$ cat src/rtl/fila_pkg.sv
// rtl/fila_pkg.sv - shared types and sizes for the fila queue and its command front-end
package fila_pkg;
  typedef enum logic [1:0] {IDLE, ISSUE_ENQ, ISSUE_DEQ, HOLD} cmd_state_t;
  localparam int FILA_DEPTH = 8;
  localparam int FILA_W     = 8;
endpackage

$ cat src/rtl/btn_debounce.sv
// rtl/btn_debounce.sv - 2-flop synchronizer, stability counter and press (rise) pulse for one button
module btn_debounce #(
  parameter int DEB_CYCLES = 20
) (
  input  logic clk_i,
  input  logic rst_i,
  input  logic btn_i,
  output logic rise_o
);
  localparam int CW = $clog2(DEB_CYCLES + 1);

  logic          sync1_q, sync2_q;
  logic          deb_q, deb_d;
  logic          rise_q, rise_d;
  logic [CW-1:0] cnt_q, cnt_d;
  logic          flip;

  // The level flips on the DEB_CYCLES-th consecutive cycle of disagreement.
  assign flip = (sync2_q != deb_q) && (cnt_q == CW'(DEB_CYCLES - 1));

  always_comb begin
    deb_d  = deb_q;
    cnt_d  = cnt_q;
    rise_d = flip & sync2_q;
    if (sync2_q == deb_q) begin
      cnt_d = '0;
    end else if (flip) begin
      cnt_d = '0;
      deb_d = sync2_q;
    end else begin
      cnt_d = cnt_q + 1'b1;
    end
  end

  always_ff @(posedge clk_i or posedge rst_i) begin
    if (rst_i) begin
      sync1_q <= 1'b0;
      sync2_q <= 1'b0;
      deb_q   <= 1'b0;
      cnt_q   <= '0;
      rise_q  <= 1'b0;
    end else begin
      sync1_q <= btn_i;
      sync2_q <= sync1_q;
      deb_q   <= deb_d;
      cnt_q   <= cnt_d;
      rise_q  <= rise_d;
    end
  end

  assign rise_o = rise_q;
endmodule

$ cat src/rtl/fila_cmd_gen.sv
// rtl/fila_cmd_gen.sv - turns debounced button presses into spaced enqueue/dequeue strobes for fila
module fila_cmd_gen
  import fila_pkg::*;
#(
  parameter int DEB_CYCLES = 20,
  parameter int HOLDOFF    = 3,
  parameter int DEPTH      = FILA_DEPTH
) (
  input  logic              clk_10KHz,
  input  logic              reset,
  input  logic              btn_enq,
  input  logic              btn_deq,
  input  logic [FILA_W-1:0] sw_data,
  input  logic [FILA_W-1:0] len_in,
  output logic [FILA_W-1:0] data_out,
  output logic              enqueue_out,
  output logic              dequeue_out,
  output logic              busy_out,
  output logic              reject_out
);
  localparam int HW = $clog2(HOLDOFF + 1);

  cmd_state_t        state_q, state_d;
  logic [HW-1:0]     hold_q, hold_d;
  logic [FILA_W-1:0] sw_s1_q, sw_s2_q;
  logic [FILA_W-1:0] data_q, data_d;
  logic              enq_q, enq_d, deq_q, deq_d, busy_q, busy_d, rej_q, rej_d;
  logic              enq_rise, deq_rise, full, empty;

  btn_debounce #(.DEB_CYCLES(DEB_CYCLES)) u_deb_enq (
    .clk_i (clk_10KHz),
    .rst_i (reset),
    .btn_i (btn_enq),
    .rise_o(enq_rise)
  );

  btn_debounce #(.DEB_CYCLES(DEB_CYCLES)) u_deb_deq (
    .clk_i (clk_10KHz),
    .rst_i (reset),
    .btn_i (btn_deq),
    .rise_o(deq_rise)
  );

  assign full  = (len_in >= FILA_W'(DEPTH));
  assign empty = (len_in == '0);

  always_comb begin
    state_d = state_q;
    hold_d  = hold_q;
    data_d  = data_q;
    enq_d   = 1'b0;
    deq_d   = 1'b0;
    rej_d   = 1'b0;
    case (state_q)
      IDLE: begin
        // Simultaneous presses: enqueue wins, the dequeue is dropped.
        if (enq_rise) begin
          rej_d = full | deq_rise;
          if (!full) begin
            state_d = ISSUE_ENQ;
            enq_d   = 1'b1;
            data_d  = sw_s2_q;
          end
        end else if (deq_rise) begin
          if (empty) begin
            rej_d = 1'b1;
          end else begin
            state_d = ISSUE_DEQ;
            deq_d   = 1'b1;
          end
        end
      end
      ISSUE_ENQ, ISSUE_DEQ: begin
        state_d = HOLD;
        hold_d  = '0;
        rej_d   = enq_rise | deq_rise;
      end
      HOLD: begin
        rej_d = enq_rise | deq_rise;
        if (hold_q == HW'(HOLDOFF - 1)) begin
          state_d = IDLE;
          hold_d  = '0;
        end else begin
          hold_d = hold_q + 1'b1;
        end
      end
      default: state_d = IDLE;
    endcase
    busy_d = (state_d != IDLE);
  end

  always_ff @(posedge clk_10KHz or posedge reset) begin
    if (reset) begin
      state_q <= IDLE;
      hold_q  <= '0;
      sw_s1_q <= '0;
      sw_s2_q <= '0;
      data_q  <= '0;
      enq_q   <= 1'b0;
      deq_q   <= 1'b0;
      busy_q  <= 1'b0;
      rej_q   <= 1'b0;
    end else begin
      state_q <= state_d;
      hold_q  <= hold_d;
      sw_s1_q <= sw_data;
      sw_s2_q <= sw_s1_q;
      data_q  <= data_d;
      enq_q   <= enq_d;
      deq_q   <= deq_d;
      busy_q  <= busy_d;
      rej_q   <= rej_d;
    end
  end

  assign data_out    = data_q;
  assign enqueue_out = enq_q;
  assign dequeue_out = deq_q;
  assign busy_out    = busy_q;
  assign reject_out  = rej_q;
endmodule

$ cat config.mk
export PLATFORM = sky130hd
export DESIGN_NAME = fila_cmd_gen
export DESIGN_NICKNAME = d
export VERILOG_FILES = /design/src/rtl/fila_pkg.sv /design/src/rtl/btn_debounce.sv /design/src/rtl/fila_cmd_gen.sv
export SDC_FILE = /design/constraint.sdc
export NUM_CORES = 1
export LEC_CHECK = 0
export BUFFER_PORTS_ARGS = -buffer_cell sky130_fd_sc_hd__buf_2
export CAP_MARGIN = 25
export CORE_MARGIN = 2
export CORE_UTILIZATION = 48
export CTS_CLUSTER_SIZE = 24
export DETAILED_ROUTE_END_ITERATION = 10
export HOLD_SLACK_MARGIN = 0.15
export MAX_ROUTING_LAYER = met4
export PLACE_DENSITY_LB_ADDON = 0.12
export SYNTH_ARGS = -nofsm -noshare
export SYNTH_HDL_FRONTEND = slang
export SYNTH_SLANG_ARGS = --single-unit
$ cat constraint.sdc
create_clock -name clk_10KHz -period 1.55 [get_ports clk_10KHz]
set_clock_uncertainty 0.1 [all_clocks]
set_input_delay 0.31 -clock clk_10KHz [delete_from_list [all_inputs] [get_ports clk_10KHz]]
set_output_delay 0.31 -clock clk_10KHz [all_outputs]
set_load 0.1 [all_outputs]
==> flow_summary_export.csv <==
group,metric,value,unit
status,status,"finished, final reports clean",
placement,place_congestion,0.826,
cts,cts_tree,"built",
pwr,peakVddDrop,745,uV
yosys,synth_seq_cells,50,
critical_path,path_delay_family,"buffers and inverters",
yosys,yosysUniqueCellTypes,32,
cts,clk_latency,0.29,ns
finish,layout-drive-gt1-share,29.0,%
placement,placed_area,2060,um^2
placement,hpwl,1.93,mm
global_routing,grt_overflow_total,0,
finish,antennaDiodeCount,0,
yosys,ys_seq_area_share,68.9,%
yosys,synthTopCellsByArea,"dfrtp_1 (69%), nand2_1 (5.6%), ha_1 (2.8%)",
critical_path,cp.depth,1,
global_routing,antenna_found_initial,0,
sta,whs,0.249,ns
critical_path,reg2reg_depth,5,
sta,fin_ws,0.0581,ns
finish,fin_area,2310,um^2
finish,final_util,63.1,%
cts,root_buffer,"clkbuf_8",
route,avgRoutedWirePerCell,11.3,um
die,core.rowCount,22,
die,die-height,65.5,um
global_routing,grt_pass1_wl,4.92,mm
route,antenna_left,0,
route,drc,0,
yosys,synth_top_cell_area_share,68.9,%
cts,numCtsBuffers,5,
yosys,synth_flop_cell,"dfrtp_1",
pwr,p_leak,1.16,nW
yosys,synth_edf_count,0,
sta,max_freq,670,MHz
route,vias_per_cell,4.64,
placement,io_buffer_count,31,
critical_path,slowest_delay,0.43,ns
sta,rsz0062_at_grt,"false",
cts,htree_levels,2,
die,core,3660,um^2
critical_path,path_max_fanout,2,
cts,cts_buffer_depth,2,
critical_path,slowest_stage,"buf_2",
route,vias,1118,
critical_path,worstPathRequired,1.14,ns
critical_path,cp.buffers_inverters,1,
critical_path,cp-end-kind,"primary output",
yosys,post-synth-top-count-cell,"dfrtp_1",
global_routing,grtUsageTotal,15.9,%
yosys,netlist_top_cells_count,"dfrtp_1 (50), nand2_1 (27), nor2_1 (8)",
sta,setup_viol,0,
sta,post-route-period-util,96.2,%
yosys,avgSynthCellArea,13.0,um^2
critical_path,worstPathCellList,"buf_2",
pwr,p_per_area,1020,nW/um^2
yosys,yosysTopAreaCell,"dfrtp_1",
global_routing,grt_pass1_vias,1191,
die,pin_count,32,
critical_path,crit_path_start_kind,"flop",
critical_path,critPathKind,"reg -> out",
yosys,ys_async_sr_fraction,100,%
flow_run,max_cap_violations,0,
sta,tightest_slew,0.492,ns
yosys,netlist_instances,140,
sta,slew_viol_final,0,
finish,area_growth,27.2,%
route,drtPass1Iterations,4,
sta,hold_violations,0,
cts,clk_pin_slew_worst_paths,0.09,ns
yosys,syn_nets,164,
worst_hold_path,hold_path.class,"in -> reg",
cts,cts.sinks,50,
yosys,ys.warnings.count,0,
worst_hold_path,holdPathStages,4,
route,wl,2.73,mm
placement,place_ws,-0.0235,ns
die,start_util,49.6,%
critical_path,arrival,1.08,ns
finish,fill_cells,295,
global_routing,grt_max_degree,51,
yosys,netlist_area,1820,um^2
pwr,finalPower,0.00235,W
finish,fin_nets,216,
sta,maxSlewHeadroom,67.4,%
die,die_area,4290,um^2
sta,period_needed,1.49,ns
route,drtIter0Drc,49,
die,die_x,65.5,um
[final cells by class]
cell class              instances  area, um^2  share of cell area [%]
well taps                      48        60.1                    2.60
repair buffers                 47         318                    13.8
flip-flops and latches         50        1250                    54.2
clock inverters                 2        37.5                    1.63
clock buffers                   6        72.6                    3.14
multi-input cells              84         551                    23.8
inverters                       4        18.8                   0.813
[state kept, by name, summed over array words and instances, names as in the netlist, 2 cells and up]
signal           flops
data_out             8
sw_s1_q              8
sw_s2_q              8
u_deb_deq.cnt_q      5
u_deb_enq.cnt_q      5
hold_q               2
state_q              2
[per-layer routing]
metal	wire, um	up-vias	track usage [%]	share of wire (%)
li1	-	560	-	-
met1	1190	535	17.7	44
met2	1390	19	26.1	51
met3	113	4	5.31	4.1
met4	34	0	7.03	1.2
met5	0	-	-	0
[layout by cell type, fill, tap and decap left out, types with 2 or more instances in the layout]
master / netlist / final
and3_1: 2 / 2
ha_1: 4 / 3
buf_2: 0 / 30
xor2_1: 5 / 5
a21oi_1: 3 / 3
nor3_2: 2 / 2
o21ai_0: 2 / 2
clkinvlp_4: 0 / 2
nor2_1: 8 / 8
mux2_2: 2 / 2
clkbuf_8: 0 / 5
dfrtp_1: 50 / 50
dlygate4sd3_1: 0 / 11
xnor2_1: 3 / 3
nor3b_1: 2 / 2
and2_1: 2 / 2
buf_4: 0 / 4
inv_1: 3 / 2
nand2_1: 27 / 27
nand3_1: 7 / 7
[cell families (layout without fill, tap and decap cells)]
| logic type | count (synthesis) | count (layout) | synth area share (%) |
|---|---|---|---|
| xor gates and xnor gates | 8 | 8 | 3.86 |
| DFF | 50 | 50 | 68.9 |
| and+or+nand+nor | 61 | 61 | 18.3 |
| buffers and inverters | 6 | 59 | 2.07 |
| adders and majority gates | 4 | 4 | 2.76 |
| AOI/OAI and AO/OA | 9 | 9 | 2.89 |
| muxes | 2 | 2 | 1.24 |
[stage by stage]
step	instances	setup TNS, ns
5_1_grt	241	0
2_1_floorplan	140	0
4_1_cts	241	0
3_3_place_gp	222	0
3_5_place_dp	222	-0.0251
6_report	241	0
[worst paths after layout]
path	slack [ns]	startpoint	endpoint
worst max-delay path	0.06	data_out[1]	data_out[1]
worst min-delay path	0.25	len_in[2]	reject_out
worst max register to register	0.11	state_q[0]	state_q[1]
worst min register to register	0.25	sw_s1_q[1]	sw_s2_q[1]
max in group asynchronous	0.62	reset	u_deb_enq.cnt_q[2]
min in group asynchronous	0.52	reset	sw_s1_q[0]
[repair_timing]
item,CTS,global route
setup endpoints to repair,2,4
hold endpoints to repair,60,0
setup buffers,0,0
gates cloned,0,0
pin swaps,0,1
gates resized for setup,2,3
hold buffers,11,0
[where the power goes]
part / switching (W) / internal [W] / total [W]
sequential: 0.0000182 / 0.00134 / 0.00136
clock: 0.000395 / 0.000481 / 0.000876
combinational: 0.0000542 / 0.0000581 / 0.000112
total: 0.000468 / 0.00188 / 0.00235
(Power assumes the default switching activity.)
